==> config.mk <==
export PLATFORM = sky130hd
export DESIGN_NAME = ram_fifo_ctrl_flat
export DESIGN_NICKNAME = d
export VERILOG_FILES = /design/src/rtl/ram_fifo_ctrl_if.sv /design/src/rtl/ram_fifo_ctrl.sv /design/src/flat_wrapper.sv
export SDC_FILE = /design/constraint.sdc
export NUM_CORES = 1
export LEC_CHECK = 0
export CORE_MARGIN = 1.5
export CORE_UTILIZATION = 46
export CTS_CLUSTER_SIZE = 20
export DETAILED_ROUTE_END_ITERATION = 10
export PLACE_DENSITY = 0.88
export SETUP_SLACK_MARGIN = 0.15
export SLEW_MARGIN = 40
export SYNTH_ARGS = -nofsm -noshare
export SYNTH_HDL_FRONTEND = slang
export SYNTH_SLANG_ARGS = --single-unit
==> constraint.sdc <==
create_clock -name clk -period 4.2 [get_ports clk]
set_input_delay 0.42 -clock clk [delete_from_list [all_inputs] [get_ports clk]]
set_output_delay 0.42 -clock clk [all_outputs]
set_load 0.02 [all_outputs]
==> src/rtl/ram_fifo_ctrl_if.sv <==
// Ready/valid push and pop ports of the RAM-backed FIFO.
// The controller takes the slave side; the producer/consumer side takes master.
interface ram_fifo_ctrl_if #(
    parameter int data_width = 32
);
    logic                  wr_valid;
    logic [data_width-1:0] wr_data;
    logic                  wr_ready;
    logic                  rd_valid;
    logic [data_width-1:0] rd_data;
    logic                  rd_ready;

    modport master (
        output wr_valid, wr_data, rd_ready,
        input  wr_ready, rd_valid, rd_data
    );

    modport slave (
        input  wr_valid, wr_data, rd_ready,
        output wr_ready, rd_valid, rd_data
    );
endinterface

==> src/rtl/ram_fifo_ctrl.sv <==
// FIFO controller over a single-port synchronous RAM. Reads prefetch into a
// 2-entry output buffer and take priority over pushes on the shared port.
module ram_fifo_ctrl #(
    parameter int data_width = 32,
    parameter int addr_width = 10
) (
    input  logic                  clk,
    input  logic                  rst,
    ram_fifo_ctrl_if.slave        fifo,
    output logic [addr_width+1:0] count,
    output logic                  full,
    output logic                  empty,
    output logic                  ram_en,
    output logic                  ram_wr_rdn,
    output logic [addr_width-1:0] ram_addr,
    output logic [data_width-1:0] ram_data_wr,
    input  logic [data_width-1:0] ram_data_rd
);
    localparam int DEPTH = 2 ** addr_width;

    typedef enum logic [1:0] {OP_IDLE, OP_READ, OP_WRITE} port_op_e;

    logic [addr_width-1:0]       wptr, rptr, addr_q;
    logic [addr_width:0]         ram_cnt;
    logic                        inflight;
    logic [1:0][data_width-1:0]  ob;
    logic [1:0]                  ob_cnt;
    logic [data_width-1:0]       wdata_q;
    port_op_e                    op;
    logic                        pop;

    // Port decision uses registered state only, so wr_ready never sees rd_ready.
    always_comb begin
        op = OP_IDLE;
        if (ram_cnt != '0 && (ob_cnt + {1'b0, inflight}) < 2'd2)
            op = OP_READ;
        else if (fifo.wr_valid && !full)
            op = OP_WRITE;
    end

    assign full          = (ram_cnt == (addr_width+1)'(DEPTH));
    assign count         = (addr_width+2)'(ram_cnt) + (addr_width+2)'(ob_cnt)
                         + (addr_width+2)'(inflight);
    assign empty         = (count == '0);
    assign fifo.wr_ready = !full && (op != OP_READ);
    assign fifo.rd_valid = (ob_cnt != 2'd0);
    assign fifo.rd_data  = ob[0];
    assign pop           = fifo.rd_valid && fifo.rd_ready;

    assign ram_en      = (op != OP_IDLE);
    assign ram_wr_rdn  = (op == OP_WRITE);
    assign ram_addr    = (op == OP_READ)  ? rptr :
                         (op == OP_WRITE) ? wptr : addr_q;
    assign ram_data_wr = (op == OP_WRITE) ? fifo.wr_data : wdata_q;

    always_ff @(posedge clk or posedge rst) begin
        if (rst) begin
            wptr     <= '0;
            rptr     <= '0;
            addr_q   <= '0;
            ram_cnt  <= '0;
            inflight <= 1'b0;
            ob       <= '0;
            ob_cnt   <= 2'd0;
            wdata_q  <= '0;
        end else begin
            case (op)
                OP_READ: begin
                    rptr    <= rptr + 1'b1;
                    addr_q  <= rptr;
                    ram_cnt <= ram_cnt - 1'b1;
                end
                OP_WRITE: begin
                    wptr    <= wptr + 1'b1;
                    addr_q  <= wptr;
                    wdata_q <= fifo.wr_data;
                    ram_cnt <= ram_cnt + 1'b1;
                end
                default: ;
            endcase
            inflight <= (op == OP_READ);

            // A read only issues with a free slot, so a landing word never
            // meets a full buffer; pop+land leaves ob_cnt unchanged.
            if (inflight && pop) begin
                if (ob_cnt == 2'd1) begin
                    ob[0] <= ram_data_rd;
                end else begin
                    ob[0] <= ob[1];
                    ob[1] <= ram_data_rd;
                end
            end else if (inflight) begin
                ob[ob_cnt[0]] <= ram_data_rd;
                ob_cnt        <= ob_cnt + 2'd1;
            end else if (pop) begin
                ob[0]  <= ob[1];
                ob_cnt <= ob_cnt - 2'd1;
            end
        end
    end
endmodule

==> src/flat_wrapper.sv <==
// flat-port wrapper written by rule: the top's interface ports become plain ports
module ram_fifo_ctrl_flat 
#(
    parameter int data_width = 32,
    parameter int addr_width = 10
)
  (clk, rst, count, full, empty, ram_en, ram_wr_rdn, ram_addr, ram_data_wr, ram_data_rd, fifo_wr_valid, fifo_wr_data, fifo_rd_ready, fifo_wr_ready, fifo_rd_valid, fifo_rd_data);
  ram_fifo_ctrl_if #(.data_width(data_width)) fifo_i ();
  input  logic clk;
  input  logic rst;
  output logic [addr_width+1:0] count;
  output logic full;
  output logic empty;
  output logic ram_en;
  output logic ram_wr_rdn;
  output logic [addr_width-1:0] ram_addr;
  output logic [data_width-1:0] ram_data_wr;
  input  logic [data_width-1:0] ram_data_rd;
  input wire logic [$bits(fifo_i.wr_valid)-1:0] fifo_wr_valid;
  input wire logic [$bits(fifo_i.wr_data)-1:0] fifo_wr_data;
  input wire logic [$bits(fifo_i.rd_ready)-1:0] fifo_rd_ready;
  output wire logic [$bits(fifo_i.wr_ready)-1:0] fifo_wr_ready;
  output wire logic [$bits(fifo_i.rd_valid)-1:0] fifo_rd_valid;
  output wire logic [$bits(fifo_i.rd_data)-1:0] fifo_rd_data;
  assign fifo_i.wr_valid = fifo_wr_valid;
  assign fifo_i.wr_data = fifo_wr_data;
  assign fifo_i.rd_ready = fifo_rd_ready;
  assign fifo_wr_ready = fifo_i.wr_ready;
  assign fifo_rd_valid = fifo_i.rd_valid;
  assign fifo_rd_data = fifo_i.rd_data;
  ram_fifo_ctrl #(.data_width(data_width), .addr_width(addr_width)) u_core (.clk(clk), .rst(rst), .fifo(fifo_i), .count(count), .full(full), .empty(empty), .ram_en(ram_en), .ram_wr_rdn(ram_wr_rdn), .ram_addr(ram_addr), .ram_data_wr(ram_data_wr), .ram_data_rd(ram_data_rd));
endmodule
==> run summary <==
Ys flop type: dfrtp_1
Cell taking the most area after synthesis: dfrtp_1
Final Critical Period: 3.88 ns
RSZ-0062 raised after global routing: no
Area Overhead vs Synth: 30.0%
WP data arrival: 3.46 ns
Worst Skew: 0.00468 ns
Layout cells sized above 1: 0.0716
Maximum clock frequency: 258 MHz
Die height: 130 um
DP Cell Count: 1,091
Synthesized Nets: 870
Worst setup EP type: output pin
FF-to-FF Start: u_core.ram_cnt[7]
CTS sink cnt: 140
DRC Markers: 0
#FFs+latches synth: 140
Skew-Pair Late Insertion Delay: 0.42 ns
Hold_buf cts: 0
Most instantiated library cell after synthesis: nand2_1
Nets@finish: 982
Post-layout util: 0.607
Via density: 5.42
Cells after Synth: 783
Post-Layout Cell Count: 1,124
H-tree Lvls: 4
Syn avg cell area: 9.40 um2
Slew Limit Fails: 0
DIE AREA: 0.0168 mm2
Final worst-path setup slack: 0.321 ns
Worst setup path class: flip-flop to output pin
Status: finished, final reports clean
# setup viols final: 0
CTS clock-pin slew for the worst setup and hold paths: 0.06 ns
Critical path required time: 3.78 ns
Synth top area share: 0.476
Synthesized area: 0.00736 mm2
Dpl ws: 0.506 ns
Initial DRC Count: 390
Final Cycle Share: 0.924
Setup TNS: 0 ns
FF-to-FF path depth: 10
Antenna-violating nets left: 0
I/O Buffers: 159
Hpwl dp: 11,700 um
Inserted Diodes: 0
Core ar.: 0.0158 mm2
Vias in the first global route: 5,798
Worst setup startpoint: u_core.ram_cnt[7]
Initial antenna violation count: 0
Largest net degree at the start of global routing: 141
Setup crit start kind: flip-flop
Number of synthesized flops with an enable pin: 0
Least-Margin Pin Slew: 0.774 ns
Most frequent cells after synthesis: nand2_1, dfrtp_1, o21ai_0
Number of buffers created by CTS: 17
IR drop worst, VDD: 608 uV
Post-synth ARST share: 1.00
Max-cap violations: 0
# rows: 46
Top post-synthesis cells by area: dfrtp_1, nand2_1, mux2i_1
Sequential area share after synthesis: 0.476
GR Util All Layers: 0.214
Max_slew headroom: 0.484
CTS tree: done
Total wire length: 17,600 um
Count of cell types in the netlist: 53
Average wire per standard cell: 15.7 um
Global-route wire length before repair: 28,200 um
Vias: 6,090
Ports: 160
Final GP Congestion: 0.841
Initial Util: 0.467
LEAKAGE: 4.43 nW
Worst-path fanout max: 31
Clk buf depth: 2
Congestion Overflow GR: 0
Pre-Repair DR Iteration Count: 5
Hold Crit Class: primary input to asynchronous set/reset pin
Root Driver: clkbuf_16
Die width: 130 um
Hold Vio Cnt, Final: 0
P per Cell Area: 935 mW/mm2
Synth warnings: 0
## layout make-up
class                   instances  area [um2]
clock buffers                  18         439
clock inverters                14         163
fillers                      1324        6200
inverters                      15        62.6
multi-input cells             551        3410
flip-flops and latches        140        3510
well taps                     216         270
repair buffers                170        1720
## sequential cells by signal (all words and copies together) (netlist names)
| name | count |
|---|---|
| u_core.inflight | 1 |
| u_core.wdata_q | 32 |
| u_core.addr_q | 10 |
| u_core.fifo.rd_data | 32 |
| u_core.rptr | 10 |
| u_core.ram_cnt | 11 |
| u_core.ob | 32 |
| u_core.ob_cnt | 2 |
| u_core.wptr | 10 |
## final timing paths
| kind | to | slack [ns] |
|---|---|---|
| max reg2reg | u_core.ram_cnt[9] | 0.74 |
| min | u_core.fifo.rd_data[16] | 0.40 |
| min in group clk | u_core.wdata_q[22] | 0.46 |
| max | ram_addr[6] | 0.32 |
| min reg2reg | u_core.wdata_q[22] | 0.46 |
| max in group asynchronous | u_core.inflight | 3.01 |
## cells in the final DEF, fill, tap and decap left out, types with 7 or more instances in the layout
cell type          n
a211oi_1          26
clkdlybuf4s50_1  158
nand2_1          200
nand3_1           38
nor2_1            16
a22oi_1            9
xor2_1            18
buf_4              7
a221oi_1          24
a21oi_1            8
nor3_1             8
a21o_1            27
dfrtp_1          138
o21ai_0           46
ha_1              14
clkbuf_16         17
nand4_1           13
inv_1             12
mux2i_1           34
xnor2_1           18
## routing by layer
metal	vias up	share of wire	track usage
met4	0	0.024	0.0922
met1	2928	0.43	0.263
met3	38	0.048	0.0409
met5	-	0	0
met2	205	0.50	0.368
li1	2919	-	-
## what timing repair did
item / 4_1_cts / 5_1_grt
resized for setup: 2 / 3
pin swaps: 0 / 0
endpoints found under the setup margin: 1 / 3
setup buffers: 0 / 0
## critical path: stages, from the launching register on
cell	delay, ns
dfrtp_1	0.45
nor4_1	0.60
nand4_1	0.31
nand2_2	0.27
inv_1	0.39
o21ai_0	0.36
clkdlybuf4s50_1	0.65
## kinds of logic after synthesis
kind of cell               count (synthesis)  synth area share
muxes                                     36            0.0491
DFF                                      140             0.476
AOI/OAI and AO/OA                        158             0.152
adders and majority gates                 19            0.0353
buffers and inverters                     92            0.0673
xor gates and xnor gates                  36            0.0428
and+or+nand+nor                          302             0.178
## power breakdown
group          internal, mW  total, mW  switching [mW]
combinational          2.17       5.08            2.91
clock                 0.902       1.52           0.617
sequential             1.94       2.36           0.416
total                  5.01       8.95            3.94
## metrics by stage
step / power (mW) / hold WS [ns] / cell area (um2)
final: 8.95 / 0.404 / 9570
after global routing: 9.56 / 0.463 / 9570
after CTS: 9.00 / 0.464 / 9540
after detailed placement: 7.43 / 0.450 / 8930
after global placement: 7.20 / 0.444 / 8890
after floorplan: 5.79 / 0.440 / 7370
Note: power is estimated with default switching activity, not from simulation.
